===== config.mk =====
export PLATFORM = sky130hd
export DESIGN_NAME = seq_muldiv
export DESIGN_NICKNAME = d
export VERILOG_FILES = /design/src/rtl/seq_muldiv.sv
export SDC_FILE = /design/constraint.sdc
export NUM_CORES = 1
export LEC_CHECK = 0
export ABC_AREA = 1
export BUFFER_PORTS_ARGS = -buffer_cell sky130_fd_sc_hd__buf_2
export CORE_UTILIZATION = 30
export CTS_BUF_LIST = sky130_fd_sc_hd__clkbuf_8 sky130_fd_sc_hd__clkbuf_16
export DETAILED_ROUTE_END_ITERATION = 6
export PLACE_DENSITY_LB_ADDON = 0.2
export SLEW_MARGIN = 20
export SYNTH_ARGS = -nofsm -noshare
export SYNTH_HDL_FRONTEND = slang
export SYNTH_SLANG_ARGS = --single-unit

===== constraint.sdc =====
create_clock -name clk -period 4.8 [get_ports clk]
set_clock_uncertainty 0.2 [all_clocks]
set_input_delay 0.72 -clock clk [delete_from_list [all_inputs] [get_ports clk]]
set_output_delay 0.72 -clock clk [all_outputs]
set_load 0.05 [all_outputs]

===== src/rtl/seq_muldiv.sv =====
// seq_muldiv: sequential unsigned multiplier / restoring divider.
// One shift-add or restore step per CALC cycle. A trailing CALC cycle with
// counter == WIDTH does no arithmetic and moves to DONE, so the latency
// from Run to Ready is WIDTH+1 clocks.
module seq_muldiv #(
  parameter int WIDTH = 32
) (
  input  logic             clk,
  input  logic             Reset,
  input  logic             Run,
  input  logic             Mode,
  input  logic [WIDTH-1:0] A,
  input  logic [WIDTH-1:0] B,
  output logic [WIDTH-1:0] Hi,
  output logic [WIDTH-1:0] Lo,
  output logic             Busy,
  output logic             Ready,
  output logic             DivZero
);
  localparam int CW = $clog2(WIDTH) + 1;

  typedef enum logic [1:0] {IDLE, CALC, DONE} state_t;

  state_t           r_state, w_next;
  logic [CW-1:0]    r_cnt;
  logic [WIDTH-1:0] r_b;      // latched B; latched A lives in Lo
  logic             r_mode;
  logic [WIDTH-1:0] r_hi, r_lo;
  logic             r_ready, r_dz;

  logic             w_accept, w_divz, w_last;
  logic [WIDTH:0]   w_add, w_msum;
  logic [WIDTH-1:0] w_shi;
  logic [WIDTH+1:0] w_trial;

  assign w_accept = Run && (r_state != CALC);
  assign w_divz   = w_accept && Mode && (B == '0);
  assign w_last   = (r_cnt == CW'(WIDTH));

  // Multiply step: optionally add multiplicand into the upper half.
  assign w_add  = {1'b0, r_hi} + {1'b0, r_b};
  assign w_msum = r_lo[0] ? w_add : {1'b0, r_hi};

  // Divide step: shift {Hi,Lo} left, trial-subtract with the shifted-out bit.
  assign w_shi   = {r_hi[WIDTH-2:0], r_lo[WIDTH-1]};
  assign w_trial = {1'b0, r_hi[WIDTH-1], w_shi} - {2'b00, r_b};

  // State register.
  always_ff @(posedge clk or posedge Reset) begin
    if (Reset) r_state <= IDLE;
    else       r_state <= w_next;
  end

  // Next-state logic.
  always_comb begin
    w_next = r_state;
    case (r_state)
      IDLE, DONE: if (w_accept) w_next = w_divz ? DONE : CALC;
      CALC:       if (w_last)   w_next = DONE;
      default:    w_next = IDLE;
    endcase
  end

  // Datapath, counter and result flags.
  always_ff @(posedge clk or posedge Reset) begin
    if (Reset) begin
      r_cnt   <= '0;
      r_b     <= '0;
      r_mode  <= 1'b0;
      r_hi    <= '0;
      r_lo    <= '0;
      r_ready <= 1'b0;
      r_dz    <= 1'b0;
    end else if (w_accept) begin
      r_cnt  <= '0;
      r_b    <= B;
      r_mode <= Mode;
      if (w_divz) begin
        r_hi    <= A;
        r_lo    <= '1;
        r_ready <= 1'b1;
        r_dz    <= 1'b1;
      end else begin
        r_hi    <= '0;
        r_lo    <= A;
        r_ready <= 1'b0;
        r_dz    <= 1'b0;
      end
    end else if (r_state == CALC) begin
      if (w_last) begin
        r_ready <= 1'b1;
      end else begin
        r_cnt <= r_cnt + 1'b1;
        if (!r_mode) begin
          r_hi <= w_msum[WIDTH:1];
          r_lo <= {w_msum[0], r_lo[WIDTH-1:1]};
        end else if (!w_trial[WIDTH+1]) begin
          r_hi <= w_trial[WIDTH-1:0];
          r_lo <= {r_lo[WIDTH-2:0], 1'b1};
        end else begin
          r_hi <= w_shi;
          r_lo <= {r_lo[WIDTH-2:0], 1'b0};
        end
      end
    end
  end

  assign Hi      = r_hi;
  assign Lo      = r_lo;
  assign Busy    = (r_state == CALC);
  assign Ready   = r_ready;
  assign DivZero = r_dz;
endmodule


==> qor.txt <==
final-report hold violation count - 0
GRT Resource Usage Total - 0.230
clock sinks - 107
number of nets in the layout - 2155
vias in the first global route - 11564
H-tree levels - 3
most common cell in the netlist - nand2_1
Worst EP required - 4.91 ns
Largest stage delay, worst path - 0.52 ns
Worst Setup End Kind - flop
setup repair after global routing missed its margin - false
Worst Path Arrival - 3.17 ns
Initial Utilization - 0.304
largest area contributor in the netlist - nand2_1
Synth area leaders - nand2_1 (24%), dfrtp_1 (24%), inv_1 (9.9%)
die height - 194 µm
Synth top area share - 0.244
final count of pins violating max slew - 0
Async SR Flop Fraction - 1.00
Critical Path Source Type - flop
Crit-path slowest cell - dfrtp_1
min cycle time layout - 3.06 ns
Non-Filler Instances - 2492
Synth Net Count - 2059
TNS Setup - 0 ns
cell family contributing the most delay on the critical path - simple AND/OR/NAND/NOR gates
main flop type after synthesis - dfrtp_1
Fillers - 4131
routed vias/inst - 4.88
clk_lat worst skew - 0.39 ns
antenna-violating nets left - 0
Max Fclk - 0.327 GHz
DRC viols - 0
Max-Cap Viols - 0
sequential cell area - 2680 µm²
initial DRC count - 879
remaining global-route overflow - 0
global-route wire length before repair - 66600 µm
Die Wd - 194 µm
outcome - finished, final reports clean
Max clock buf depth - 2
Tcrit/Tclk final - 0.638
GP Congestion - 0.967
final setup vio count - 0
drt pass-1 iters - 7
largest net degree at the start of global routing - 99
Avg Cell Area, Syn - 5.78 µm²
post-CTS setup buffers - 0
routed wire length - 43300 µm
TritonCTS Buffers - 9
most used cell, CP - nand2_1
relative slew slack - 0.318
EDFF count, synth - 0
Yosys warning count - 0
Crit Path Class - reg2reg
Hold WC Path Type - in2async
# IOs - 135
Core Box Area - 36500 µm²
CTS tree - yes
footprint of the multi-input gates - 7020 µm²
wire per inst - 17.4 µm
cells along the critical path - ha_1, nand2_1, nor2_2, inv_2, nor3_4, nand2_4, nand2_8, nand2_4, nand2_1, nand2_1, nand2_1, nand2_1, a21oi_1
Post-CTS Resized - 0
share of cells above drive strength 1 - 0.106
distinct cell type count after synthesis - 45
initial antenna violation count - 1
synthesized flop and latch total - 107
CTS clk-pin slew, worst paths - 0.09 ns
PortBufs - 134
hold buffer count at CTS - 0
Least-Margin Pin Slew - 1.02 ns
Area Overhead vs Synth - 12.3%
CTS root buf - clkbuf_16
Post-Synthesis Cells - 1923
Detailed Place HPWL - 34700 µm
leading post-synthesis cells by instance count - nand2_1 (723), inv_1 (293), a21oi_1 (165), nor2_1 (165), nand3_1 (125)
Cells after DPL - 2476
total number of vias - 12166
crit-path max FO - 36
sequential area share after synthesis - 0.241
FP Rows - 70
# diodes - 0
Post-Syn Area - 11100 µm²
Crit path buffers/inverters - 1
die area - 37800 µm²
-- through the flow --
stage | cell area [µm²] | setup slack [ns] | hold WS [ns] | util
2_1_floorplan | 11100 | 1.06 | 0.269 | -
3_3_place_gp | 12200 | 1.52 | 0.282 | 0.333
3_5_place_dp | 12200 | 1.58 | 0.296 | 0.333
4_1_cts | 12500 | 1.74 | 0.297 | 0.342
5_1_grt | 12500 | 1.49 | 0.325 | 0.342
6_report | 12500 | 1.74 | 0.270 | 0.342
-- worst register-to-register path: stages (launching register included) --
cell and delay, ns:
dfrtp_1 0.52, ha_1 0.48, nand2_1 0.14, nor2_2 0.23, inv_2 0.08, nor3_4 0.22, nand2_4 0.20, nand2_8 0.30
nand2_4 0.20, nand2_1 0.11, nand2_1 0.05, nand2_1 0.07, nand2_1 0.06, a21oi_1 0.12
-- cells in the final DEF, fill, tap and decap left out, types with 3 or more instances in the layout --
cell,n
nor3_1,16
and2_1,3
nand2_2,7
xnor2_1,16
a21o_1,3
clkbuf_16,9
and3_1,7
inv_1,292
xor2_1,8
nor2_1,165
o21ai_1,3
nand2_4,3
nor4_1,4
nand3_1,125
buf_4,9
nor2_4,3
or2_2,3
o21ai_0,81
buf_2,134
nand2_1,723
inv_2,13
nor2_2,4
nand4_1,8
a21oi_2,12
nand3b_1,5
o211ai_1,3
dfrtp_1,106
a21oi_1,165
ha_1,66
-- cells by family (layout without fill, tap and decap cells) --
family,after synthesis,after routing,share of synthesized area
flops,107,107,0.241
simple gates,1083,1083,0.402
compound gates,275,275,0.132
buf+inv,366,467,0.128
xor+xnor,24,24,0.0189
fa+ha+maj,68,68,0.0779
-- area by class of cell --
| type | count | share of cell area |
|---|---|---|
| clock buffers | 10 | 0.0192 |
| clock inverters | 6 | 0.00471 |
| inverters | 308 | 0.0929 |
| multi-input cells | 1450 | 0.562 |
| flip-flops and latches | 107 | 0.215 |
| well taps | 468 | 0.0469 |
| repair buffers | 143 | 0.0592 |
-- layer usage --
metal | up-vias | wire length, µm | global-route usage
met5 | - | 0 | 0
met2 | 324 | 18800 | 0.356
met4 | 0 | 1080 | 0.0741
met3 | 41 | 1990 | 0.0220
met1 | 5612 | 21500 | 0.334
li1 | 6189 | - | -
-- final timing paths --
check / startpoint / endpoint / slack [ns] / depth (start not counted)
max reg2reg: Hi[23] / Hi[30] / 1.74 / 13
min in group clk: r_cnt[4] / r_cnt[4] / 0.32 / 1
min reg2reg: r_cnt[4] / r_cnt[4] / 0.32 / 1
max: Hi[23] / Hi[30] / 1.74 / 13
max in group asynchronous: Reset / r_b[6] / 3.24 / 3
min: Reset / Hi[31] / 0.27 / 2
-- sequential cells by signal (all words and copies together), names as in the netlist --
register and count:
DivZero 1, Hi 32, Lo 32, Ready 1
r_b 32, r_cnt 6, r_mode 1, r_state 2
Power is not shown: default switching activity piles up to over one toggle a cycle in this logic, so the estimate is an artifact.
